**src/rtl/key_sched_pkg.sv**
```systemverilog
// Shared definitions for the round-key schedule: operation encoding, constants
// and the byte-pattern replication helper.
package key_sched_pkg;

    typedef enum logic [3:0] {
        OP_ID    = 4'd0,
        OP_ROL1  = 4'd1,
        OP_XA    = 4'd2,
        OP_ROR1  = 4'd3,
        OP_NOT   = 4'd4,
        OP_ADD   = 4'd5,
        OP_SUB   = 4'd6,
        OP_HSWAP = 4'd7,
        OP_X5    = 4'd8,
        OP_ROL2  = 4'd9,
        OP_ROL1B = 4'd10
    } op_e;

    localparam int          NUM_OPS   = 11;
    localparam logic [7:0]  ADD_CONST = 8'h1F;
    localparam logic [7:0]  PAT_A     = 8'hAA;
    localparam logic [7:0]  PAT_5     = 8'h55;

    // Bit i of a byte pattern repeated across an arbitrary width.
    function automatic logic rep_bit(input logic [7:0] pat, input int i);
        return pat[3'(i % 8)];
    endfunction

endpackage

```
**src/rtl/key_round_op.sv**
```systemverilog
// Single round-key transform: applies one schedule operation to an operand.
// Purely combinational; shared with the inverse-schedule block.
module key_round_op
    import key_sched_pkg::*;
#(
    parameter int KEY_W = 8
) (
    input  op_e              op,
    input  logic [KEY_W-1:0] operand,
    output logic [KEY_W-1:0] result
);

    localparam int HALF = KEY_W / 2;

    logic [KEY_W-1:0] pat_a;
    logic [KEY_W-1:0] pat_5;
    logic [KEY_W-1:0] add_c;

    // Constants are widened (or truncated, for KEY_W < 8) to the key width.
    always_comb begin
        for (int i = 0; i < KEY_W; i++) begin
            pat_a[i] = rep_bit(PAT_A, i);
            pat_5[i] = rep_bit(PAT_5, i);
            add_c[i] = (i < 8) ? ADD_CONST[3'(i % 8)] : 1'b0;
        end
    end

    always_comb begin
        // NOTE: assigning a default first keeps every path driven, so no latch is inferred.
        result = operand;
        case (op)
            OP_ID:    result = operand;
            OP_ROL1:  result = {operand[KEY_W-2:0], operand[KEY_W-1]};
            OP_XA:    result = operand ^ pat_a;
            OP_ROR1:  result = {operand[0], operand[KEY_W-1:1]};
            OP_NOT:   result = ~operand;
            OP_ADD:   result = operand + add_c;
            OP_SUB:   result = operand - add_c;
            OP_HSWAP: result = {operand[HALF-1:0], operand[KEY_W-1:HALF]};
            OP_X5:    result = operand ^ pat_5;
            OP_ROL2:  result = {operand[KEY_W-3:0], operand[KEY_W-1:KEY_W-2]};
            OP_ROL1B: result = {operand[KEY_W-2:0], operand[KEY_W-1]};
            default:  result = operand;
        endcase
    end

endmodule

```
**src/rtl/key_schedule_seq.sv**
```systemverilog
// Sequential round-key generator: latches a seed on start and streams
// NUM_ROUNDS keys over a valid/ready interface, seed-based or chained.
module key_schedule_seq
    import key_sched_pkg::*;
#(
    parameter int KEY_W      = 8,
    parameter int NUM_ROUNDS = 11,
    parameter int RIDX_W     = (NUM_ROUNDS > 1) ? $clog2(NUM_ROUNDS) : 1
) (
    input  logic              clk,
    input  logic              rst_n,
    input  logic              start,
    input  logic              chain,
    input  logic [KEY_W-1:0]  key_in,
    output logic [KEY_W-1:0]  key_out,
    output logic [RIDX_W-1:0] round_idx,
    output logic              key_valid,
    input  logic              key_ready,
    output logic              key_last,
    output logic              busy,
    output logic              done
);

    localparam logic [1:0] ST_IDLE = 2'd0;
    localparam logic [1:0] ST_EMIT = 2'd1;
    localparam logic [1:0] ST_DONE = 2'd2;

    localparam logic [RIDX_W-1:0] LAST_IDX = RIDX_W'(NUM_ROUNDS - 1);

    logic [1:0]        state_q;
    logic [KEY_W-1:0]  seed_q;
    logic [KEY_W-1:0]  key_q;
    logic              chain_q;
    logic [RIDX_W-1:0] round_q;
    op_e               op_q;

    op_e              next_op;
    logic [KEY_W-1:0] operand;
    logic [KEY_W-1:0] next_key;
    logic             last_round;

    // op_q tracks round_q mod NUM_OPS so no divider is needed.
    assign next_op    = (op_q == OP_ROL1B) ? OP_ID : op_e'(op_q + 4'd1);
    assign operand    = chain_q ? key_q : seed_q;
    assign last_round = (round_q == LAST_IDX);

    key_round_op #(.KEY_W(KEY_W)) u_round_op (
        .op      (next_op),
        .operand (operand),
        .result  (next_key)
    );

    always_ff @(posedge clk or negedge rst_n) begin
        if (!rst_n) begin
            state_q <= ST_IDLE;
            seed_q  <= '0;
            key_q   <= '0;
            chain_q <= 1'b0;
            round_q <= '0;
            op_q    <= OP_ID;
        end else begin
            // NOTE: state registers use non-blocking assignments so every flop samples pre-edge values.
            case (state_q)
                ST_IDLE: begin
                    if (start) begin
                        seed_q  <= key_in;
                        key_q   <= key_in;
                        chain_q <= chain;
                        round_q <= '0;
                        op_q    <= OP_ID;
                        state_q <= ST_EMIT;
                    end
                end
                ST_EMIT: begin
                    if (key_ready) begin
                        if (last_round) begin
                            state_q <= ST_DONE;
                        end else begin
                            key_q   <= next_key;
                            round_q <= round_q + RIDX_W'(1);
                            op_q    <= next_op;
                        end
                    end
                end
                ST_DONE: state_q <= ST_IDLE;
                default: state_q <= ST_IDLE;
            endcase
        end
    end

    assign key_out   = key_q;
    assign round_idx = round_q;
    assign key_valid = (state_q == ST_EMIT);
    assign key_last  = key_valid && last_round;
    assign busy      = (state_q != ST_IDLE);
    assign done      = (state_q == ST_DONE);

endmodule

```
**config.mk**
```make
export PLATFORM = sky130hd
export DESIGN_NAME = key_schedule_seq
export DESIGN_NICKNAME = d
export VERILOG_FILES = /design/src/rtl/key_sched_pkg.sv /design/src/rtl/key_round_op.sv /design/src/rtl/key_schedule_seq.sv
export SDC_FILE = /design/constraint.sdc
export NUM_CORES = 1
export LEC_CHECK = 0
export CAP_MARGIN = 20
export CORE_MARGIN = 8
export CORE_UTILIZATION = 39
export CTS_BUF_LIST = sky130_fd_sc_hd__clkbuf_8
export DETAILED_ROUTE_END_ITERATION = 16
export GPL_TIMING_DRIVEN = 0
export MAX_ROUTING_LAYER = met4
export SKIP_CTS_REPAIR_TIMING = 1
export SKIP_LAST_GASP = 1
export SYNTH_ARGS = -nofsm -noshare
export SYNTH_HDL_FRONTEND = slang
export SYNTH_HIERARCHICAL = 1
export SYNTH_SLANG_ARGS = --single-unit
```
**constraint.sdc**
```tcl
create_clock -name clk -period 3.6 [get_ports clk]
set_input_delay 0.72 -clock clk [delete_from_list [all_inputs] [get_ports clk]]
set_output_delay 0.72 -clock clk [all_outputs]
set_load 0.005 [all_outputs]
```
=== Word-level counts from Yosys, hierarchy flattened ===
Index checks and enable logic that the tools add are counted.

* Bits in registers: 27
* Input port bits: 13
* Output and inout bits: 16
* Logic and storage cells: 56

* Add/subtract/negate cells: 2
* Equality and inequality tests: 18
* Muxes and demuxes: 18
* Bitwise logic cells: 3
* Reduce and logical (&&, ||, !) cells: 9

{| class="wikitable"
|+ Operators with widths
! operator !! count
|-
| case mux 8 bit (8 select lines) || 1
|-
| two-way mux 8 bit || 4
|-
| two-way mux 4 bit || 6
|-
| == test 4 bit (second input constant) || 5
|-
| == test 4 x 3 -> 1 bit (second input constant) || 4
|-
| case mux 4 bit (2 select lines) || 2
|-
| case mux 8 bit (2 select lines) || 1
|-
| adder 4 x 1 -> 4 bit (second input constant) || 2
|-
| == test 4 x 2 -> 1 bit (second input constant) || 2
|-
| inverter 8 bit || 1
|-
| two-way mux 2 bit || 3
|-
| == test 4 x 1 -> 1 bit (second input constant) || 1
|-
| inequality test 2 x 1 -> 1 bit (second input constant) || 2
|-
| inequality test 2 bit (second input constant) || 2
|-
| inverter 2 bit || 2
|-
| case mux 2 bit (2 select lines) || 1
|-
| AND reduction 4 bit || 1
|-
| nonzero test 2 bit || 2
|-
| OR reduction 2 bit || 2
|-
| AND reduction 3 bit || 1
|-
| == test 2 x 1 -> 1 bit (second input constant) || 1
|-
| == test 2 bit (second input constant) || 1
|-
| logical NOT 2 bit || 1
|-
| AND reduction 2 bit || 1
|-
| logical AND 1 bit || 1
|}

=== Depth between registers and ports, before layout ===
Gate-level depths: netlist of run 1.

* Word-level depth: 8
* Gate-level depth with buffers: 12
* Depth with buffers taken out: 10

=== Hierarchy ===
Netlist of run 1, hierarchy kept.

{| class="wikitable"
|+ Modules (own cells, without submodules)
! module !! times used !! cells an instance !! area each (um2) !! sequential area each (um2)
|-
| key_schedule_seq || 1 || 128 || 1377.6 || 675.6
|-
| key_round_op || 1 || 96 || 711.9 || 0.0
|}

=== Worst setup path after synthesis of run 1 ===
OpenSTA, ideal clock, no wires.

* Path type: flip-flop to flip-flop
* Start: register op_q[1]
* End: register key_q[5], in the netlist key_out[5]
* Setup time: 0.127 ns
* Data arrival time: 2.211 ns
* Data required time: 3.473 ns
* Slack: 1.262 ns
* Cell stages (with the launch flop): 11
* Buffers on the path: 2
* Period minus slack after synthesis: 2.338 ns
* Path through: dfrtp_1 clkbuf_1 nand2_1 xnor2_1 buf_6 or3b_4 o22ai_2 nor4_1 o22a_1 mux2i_1 o21ai_0

* Word-level cells in the longest chain between the ends: 8
* Elaborated cells between the ends (all ways): 19
* Classes of those cells: 1 x add/sub; 11 x eq/ne; 5 x mux; 2 x reduce/logical

{| class="wikitable"
|+ RTL lines
! item !! RTL line !! text
|-
| start: declaration || key_schedule_seq.sv:35 || <nowiki>op_e op_q;</nowiki>
|-
| start signal: assignment || key_schedule_seq.sv:81 || <nowiki>op_q <= next_op;</nowiki>
|-
| adder 4 x 1 -> 4 bit / == test 4 bit (equally long branches) || key_schedule_seq.sv:43 || <nowiki>assign next_op = (op_q == OP_ROL1B) ? OP_ID : op_e'(op_q + 4'd1);</nowiki>
|-
| two-way mux 4 bit (*) || key_schedule_seq.sv:43 ||
|-
| named net next_op[2] || key_schedule_seq.sv:37 || <nowiki>op_e next_op;</nowiki>
|-
| == test 4 x 1 -> 1 bit, or another cell as far along || key_round_op.sv:31 || <nowiki>case (op)</nowiki>
|-
| OR reduction 2 bit (no source line) || - ||
|-
| case mux 8 bit (8 select lines) (*) || key_round_op.sv:31 ||
|-
| named net next_key[5] || key_schedule_seq.sv:39 || <nowiki>logic [KEY_W-1:0] next_key;</nowiki>
|-
| two-way mux 8 bit (*) || key_schedule_seq.sv:76 || <nowiki>if (last_round) begin</nowiki>
|-
| two-way mux 8 bit (*) || key_schedule_seq.sv:75 || <nowiki>if (key_ready) begin</nowiki>
|-
| case mux 8 bit (2 select lines) (*) || key_schedule_seq.sv:63 || <nowiki>case (state_q)</nowiki>
|-
| end signal: assignment || key_schedule_seq.sv:67 || <nowiki>key_q <= key_in;</nowiki>
|-
| end signal: assignment || key_schedule_seq.sv:79 || <nowiki>key_q <= next_key;</nowiki>
|-
| end: declaration || key_schedule_seq.sv:32 || <nowiki>logic [KEY_W-1:0] key_q;</nowiki>
|}

The timed path passes the listed nets; every way through them passes the cells marked *. The select of a mux whose other input is x is not followed.
A chain may end at the register's enable or synchronous reset.

=== Final worst setup path of run 1 ===
* Start: register state_q[0]
* End: output port key_last

* Word-level cells in the longest chain between the ends: 2

{| class="wikitable"
|+ RTL lines
! item !! RTL line !! text
|-
| start: declaration || key_schedule_seq.sv:30 || <nowiki>logic [1:0] state_q;</nowiki>
|-
| start signal: assignment || key_schedule_seq.sv:55 || <nowiki>state_q <= ST_IDLE;</nowiki>
|-
| start signal: assignment || key_schedule_seq.sv:71 || <nowiki>state_q <= ST_EMIT;</nowiki>
|-
| start signal: assignment || key_schedule_seq.sv:77 || <nowiki>state_q <= ST_DONE;</nowiki>
|-
| == test 2 x 1 -> 1 bit || key_schedule_seq.sv:93 || <nowiki>assign key_valid = (state_q == ST_EMIT);</nowiki>
|-
| logical AND 1 bit || key_schedule_seq.sv:94 || <nowiki>assign key_last = key_valid && last_round;</nowiki>
|-
| end: declaration || key_schedule_seq.sv:19 || <nowiki>output logic key_last,</nowiki>
|}

No other way between the ends.

==> results of run 1 <==
how the worst min path moves through the flow:
| stage | from | end | slack [ns] | cells after the start |
|---|---|---|---|---|
| after CTS | seed_q[7] | seed_q[7] | 0.52 | 1 |
| after detailed placement | seed_q[5] | seed_q[5] | 0.49 | 1 |
| after global placement | seed_q[1] | seed_q[1] | 0.49 | 1 |
| final | seed_q[7] | seed_q[7] | 0.51 | 1 |
| after floorplan | rst_n | chain_q | 0.42 | 0 |
| after global routing | seed_q[1] | seed_q[1] | 0.53 | 1 |
power by group through the flow:
stage	clock network [mW]	registers, mW	logic, mW
2_1_floorplan	0	0.540	1.48
3_3_place_gp	0	0.557	2.01
3_5_place_dp	0	0.561	2.01
4_1_cts	0.181	0.555	2.02
5_1_grt	0.187	0.577	2.23
6_report	0.173	0.555	2.03
registers in the layout, summed over array words and instances, names as in the netlist:
signal,count
chain_q,1
key_out,8
op_q,4
round_idx,4
seed_q,8
state_q,2
synth_stat cells (4+ instances only):
cell / count / area, µm²
sky130_fd_sc_hd__o2bb2ai_1: 4 / 35.0
sky130_fd_sc_hd__clkbuf_1: 4 / 15.0
sky130_fd_sc_hd__o21ai_0: 15 / 75.1
sky130_fd_sc_hd__nand2_1: 22 / 82.6
sky130_fd_sc_hd__o22ai_1: 6 / 37.5
sky130_fd_sc_hd__nor2b_1: 5 / 31.3
sky130_fd_sc_hd__nand3_1: 4 / 20.0
sky130_fd_sc_hd__nand2b_1: 5 / 31.3
sky130_fd_sc_hd__buf_2: 5 / 25.0
sky130_fd_sc_hd__dfrtp_1: 27 / 676
sky130_fd_sc_hd__a21oi_1: 6 / 30.0
sky130_fd_sc_hd__mux2i_1: 14 / 140
sky130_fd_sc_hd__o22a_1: 4 / 35.0
sky130_fd_sc_hd__nor2_1: 5 / 18.8
sky130_fd_sc_hd__buf_4: 4 / 30.0
sky130_fd_sc_hd__mux2_2: 17 / 191
sky130_fd_sc_hd__inv_1: 10 / 37.5
cell families after synthesis:
logic type,share of synthesized area [%]
AND/OR/NAND/NOR,20.4
AO/OA/AOI/OAI,23.2
multiplexers,15.9
flip-flops,32.3
buffers and inverters,6.59
adder cells (fa/ha/maj),1.20
XOR/XNOR,0.419
through the flow:
stage	cells	utilization [%]	cell area, µm²	power (mW)	hold slack (ns)
floorplan	224	-	2090	2.02	0.424
global placement	322	47.8	2460	2.57	0.486
detailed placement	323	48.3	2480	2.57	0.492
CTS	327	49.2	2530	2.75	0.515
global route	327	49.2	2530	2.99	0.529
finish	327	49.2	2530	2.76	0.510
metal layers:
layer | wire (µm) | GRT usage, %
met5 | 0 | -
met4 | 53 | 4.38
met3 | 171 | 1.10
met2 | 2470 | 22.2
met1 | 2760 | 21.2
layout make-up:
cell class / count / area (µm²)
multi-input combinational: 171 / 1280
timing repair buffer: 29 / 308
buffer: 15 / 96.3
clock buffer: 3 / 41.3
fill: 533 / 2610
inverter: 11 / 41.3
clock inverter: 1 / 3.75
tap: 70 / 87.6
sequential: 27 / 676
==> flow_metrics.py, run 1 <==
metrics = {
    "final_layout": {
        "layout.cells.most_common_list": "sky130_fd_sc_hd__clkdlybuf4s50_1, sky130_fd_sc_hd__dfrtp_1, sky130_fd_sc_hd__nand2_1, sky130_fd_sc_hd__mux2_2, sky130_fd_sc_hd__o21ai_0",
        "mostFrequentLayoutCell": "sky130_fd_sc_hd__clkdlybuf4s50_1",
        "final_net_count": 273,
        "areaGrowthSynthToFinish_pct": 21.1,
        "antenna_cells": 0,
        "final_layout_size_suffix_gt1_share_pct": 17.5,
    },
    "setup_path": {
        "timing.critical_path.slowest_cell_delay_ns": 0.50,
        "worstPathMaxFanout": 10,
        "crit_chain": "nor2b_1 > buf_2 > and2_1 > clkdlybuf4s50_1",
        "reg2reg_to": "key_out[0]",
        "start_kind": "flop",
        "slowest_stage": "sky130_fd_sc_hd__clkdlybuf4s50_1",
        "crit_start": "state_q[0]",
        "critical_path_data_required_time_ns": 2.88,
        "reg2reg_depth": 9,
        "timing.critical_path.depth": 4,
        "cp_buf_inv_count": 2,
        "worst_setup_path_end_kind": "output pin",
        "setup.reg_to_reg.worst_slack_ns": 0.82,
        "timing.critical_path.to": "key_last",
        "path_class": "reg -> out",
        "critical_path.reg2reg.startpoint": "op_q[1]",
        "critical_path_arrival_ns": 2.11,
        "path_delay_family": "buffers and inverters",
    },
    "logic_synthesis": {
        "prevailing_post_synth_register_cell": "sky130_fd_sc_hd__dfrtp_1",
        "synth-seq-area-share_pct": 32.3,
        "syn_avg_cell_area_um2": 9.33,
        "postSynth.asyncResetShare_pct": 100,
        "synth_enable_flop_cells": 0,
        "synth.yosys.warnings": 6,
        "syn-instance-count": 224,
        "mappedNetlistNets": 239,
        "syn_area_mm2": 0.00209,
        "synth.distinct_cells": 59,
        "ys_ff_latch": 27,
    },
    "timing": {
        "setup_viol_count_final": 0,
        "post-route-period-util_pct": 78.6,
        "report.final.slew_viol_count": 0,
        "hold_viol_final": 0,
        "clock.fmax_mhz": 353,
        "fin_crit_ns": 2.83,
        "worst-slew-pin-transition_ns": 0.659,
        "fin_worst_skew_ns": 0.00224,
        "rsz0062_at_grt": "false",
        "max_slew_margin_pct": 55.8,
        "layout_setup_ws_ns": 0.770,
        "final.setup.tns_ns": 0,
    },
    "global_routing": {
        "grt_antenna_before_repair": 0,
        "pin_count_of_the_biggest_net_entering_global_routing": 20,
        "global_route.usage.total_pct": 15.0,
        "first_global_vias": 1878,
        "grt-ovfl-total": 0,
        "first_pass_grt_wire_length_um": 9180,
    },
    "cts": {
        "worst_setup_hold_path_clk_slew_ns": 0.09,
        "cts_tree": "yes",
        "cts-root-buf": "sky130_fd_sc_hd__clkbuf_8",
        "clkLatencyLatePin_ns": 0.27,
        "tritoncts_num_sinks": 27,
        "clock_buffers_created_by_tritoncts": 3,
        "longest_clk_path_bufs": 2,
        "h_tree_lvl_count": 1,
    },
    "detailed_routing": {
        "drt-vias-per-instance": 5.63,
        "drt_drc_violations_left": 0,
        "route.detailed.wl_per_inst_um": 16.7,
        "wirelength_um": 5460,
        "drt_pre_antenna_iters": 4,
        "vias": 1842,
        "route.antenna.remaining_nets": 0,
        "drt_iter0_markers": 186,
    },
    "pwr": {
        "p_sw_share_pct": 45.8,
        "p_comb_share_pct": 73.6,
        "seqPwrFrac_pct": 20.1,
        "cell_internal_pwr_mw": 1.49,
        "p_clk_share_pct": 6.3,
        "power_density_mw_per_mm2": 1090,
        "power.switching_mw": 1.26,
        "maximum_ir_drop_on_the_vdd_rail_uv": 437,
        "static_power_due_to_leakage_nw": 1.04,
    },
    "min_path": {
        "timing.hold.worst.class": "reg -> reg",
    },
    "placement": {
        "numPortBuffers": 28,
        "dpl.hpwl_um": 4080,
        "dp_worst_setup_slack_ns": 0.837,
        "gp_congestion": 0.889,
    },
    "die": {
        "effective_utilization_at_floorplan_pct": 40.7,
        "rows": 26,
        "die_area_mm2": 0.00796,
        "die_w_um": 89.2,
        "dieHeight_um": 89.2,
        "ioPinCount": 29,
        "coreArea_mm2": 0.00514,
    },
    "status": {
        "run_status": "finished, final reports clean",
    },
    "flow_run": {
        "maxCapViolations": 0,
    },
}
Power figures use the tool's default switching activity.
==> inputs of run 2 (changes only) <==
==> constraint.sdc (replaced) <==
create_clock -name clk -period 2.4 [get_ports clk]
set_input_delay 0.48 -clock clk [delete_from_list [all_inputs] [get_ports clk]]
set_output_delay 0.48 -clock clk [all_outputs]
set_load 0.005 [all_outputs]
==> run 2 against run 1 <==
  * Non-clock buffer count rose by 10
  * First-iteration DRC count grew 13%
  * Flip-flop and latch count did not move
  * Critical endpoint is now key_out[0]
  * Register-to-register slack got worse by 0.82 ns
  * Critical path type is now reg -> reg
  * Critical path depth rose by 4
==> flow_metrics.py, run 2 (same netlist as run 1, synthesis figures left out) <==
metrics = {
    "pwr": {
        "seqPwrFrac_pct": 19.0,
        "maximum_ir_drop_on_the_vdd_rail_uv": 670,
        "cell_internal_pwr_mw": 2.58,
        "power_density_mw_per_mm2": 1690,
        "finalPower_mw": 4.71,
        "p_comb_share_pct": 75.3,
        "power.switching_mw": 2.12,
        "p_clk_share_pct": 5.7,
        "p_sw_share_pct": 45.1,
        "static_power_due_to_leakage_nw": 1.15,
    },
    "final_layout": {
        "mostFrequentLayoutCell": "sky130_fd_sc_hd__clkdlybuf4s50_1",
        "final_layout_size_suffix_gt1_share_pct": 31.5,
        "final_net_count": 283,
        "antenna_cells": 0,
        "areaGrowthSynthToFinish_pct": 33.0,
        "final_core_utilization_pct": 54.1,
        "layout.cells.most_common_list": "sky130_fd_sc_hd__clkdlybuf4s50_1, sky130_fd_sc_hd__nand2_1, sky130_fd_sc_hd__dfrtp_1, sky130_fd_sc_hd__mux2_2, sky130_fd_sc_hd__buf_4",
    },
    "detailed_routing": {
        "wirelength_um": 5830,
        "drt_pre_antenna_iters": 4,
        "vias": 1921,
        "drt_drc_violations_left": 0,
        "route.antenna.remaining_nets": 0,
        "route.detailed.wl_per_inst_um": 17.3,
        "drt_iter0_markers": 211,
        "drt-vias-per-instance": 5.70,
    },
    "cts": {
        "worst_setup_hold_path_clk_slew_ns": 0.10,
        "cts_tree": "yes",
        "clkLatencyLatePin_ns": 0.28,
        "clock_buffers_created_by_tritoncts": 3,
        "longest_clk_path_bufs": 2,
        "tritoncts_num_sinks": 27,
        "cts-root-buf": "sky130_fd_sc_hd__clkbuf_8",
        "h_tree_lvl_count": 1,
    },
    "global_routing": {
        "first_global_vias": 1878,
        "global_route.usage.total_pct": 15.0,
        "first_pass_grt_wire_length_um": 9180,
        "pin_count_of_the_biggest_net_entering_global_routing": 20,
        "grt_antenna_before_repair": 0,
        "grt-ovfl-total": 0,
    },
    "timing": {
        "max_slew_margin_pct": 62.3,
        "fin_crit_ns": 2.40,
        "worst-slew-pin-transition_ns": 0.564,
        "fin_worst_skew_ns": 0.00339,
        "report.final.slew_viol_count": 0,
        "rsz0062_at_grt": "true",
        "post-route-period-util_pct": 99.9,
        "final.setup.tns_ns": 0,
        "clock.fmax_mhz": 417,
        "hold_viol_final": 0,
        "setup_viol_count_final": 0,
    },
    "die": {
        "dieHeight_um": 89.2,
        "die_area_mm2": 0.00796,
        "ioPinCount": 29,
        "coreArea_mm2": 0.00514,
        "rows": 26,
        "effective_utilization_at_floorplan_pct": 40.7,
        "die_w_um": 89.2,
    },
    "setup_path": {
        "crit_chain": "nor2b_4 > a221o_2 > nor4b_4 > and4bb_2 > a221oi_2 > o21ai_2 > mux2i_1 > o21ai_1",
        "slowest_stage": "sky130_fd_sc_hd__a221o_2",
        "path_class": "reg -> reg",
        "path_delay_family": "compound AO/OA/AOI/OAI gates",
        "worst_setup_path_end_kind": "flop",
        "critical_path_data_required_time_ns": 2.57,
        "cp_buf_inv_count": 0,
        "critical_path_arrival_ns": 2.57,
        "start_kind": "flop",
        "worstPathMaxFanout": 7,
        "timing.critical_path.slowest_cell_delay_ns": 0.48,
    },
    "min_path": {
        "timing.hold.worst.class": "reg -> reg",
    },
    "placement": {
        "dpl.hpwl_um": 4080,
        "gp_congestion": 0.889,
        "numPortBuffers": 28,
    },
    "flow_run": {
        "maxCapViolations": 0,
    },
    "status": {
        "run_status": "finished, final reports clean",
    },
}
[run 2: power groups by stage]
stage	clock network (mW)	logic [mW]	registers [mW]
global route	0.281	3.86	0.929
CTS	0.271	3.03	0.832
detailed placement	0	3.02	0.841
floorplan	0	2.22	0.810
global placement	0	3.02	0.835
finish	0.267	3.55	0.896
[run 2: path summary, 6_finish.rpt]
check	from	to	slack, ns	cells past startpoint
max	op_q[3]	key_out[0]	0.002	8
min	seed_q[7]	seed_q[7]	0.51	1
max reg2reg	op_q[3]	key_out[0]	0.002	8
min reg2reg	seed_q[7]	seed_q[7]	0.51	1
max in group asynchronous	rst_n	state_q[0]	1.35	2
min in group asynchronous	rst_n	round_idx[1]	0.56	1
[run 2: routing by layer]
metal	GRT usage (%)	share of wire (%)	vias to the layer above
met1	21.2	49	940
met4	4.38	1.1	0
li1	-	-	923
met5	-	0	-
met3	1.10	3.5	6
met2	22.2	46	52
[run 2: final cells by class]
cell class	count	area [µm²]
clock inverters	1	3.75
well taps	70	87.6
flip-flops and latches	27	683
clock buffers	3	41.3
fillers	512	2360
inverters	11	41.3
multi-input cells	171	1410
plain buffers	13	100
repair buffers	41	410
[run 2: per-stage QoR]
stage / setup slack (ns) / std cells / hold slack [ns] / area [µm²]
2_1_floorplan: 0.0621 / 224 / 0.184 / 2090
3_3_place_gp: -0.346 / 322 / 0.486 / 2460
3_5_place_dp: -0.363 / 323 / 0.492 / 2480
4_1_cts: -0.364 / 327 / 0.515 / 2530
5_1_grt: -0.0998 / 337 / 0.529 / 2780
6_report: 0.00250 / 337 / 0.512 / 2780
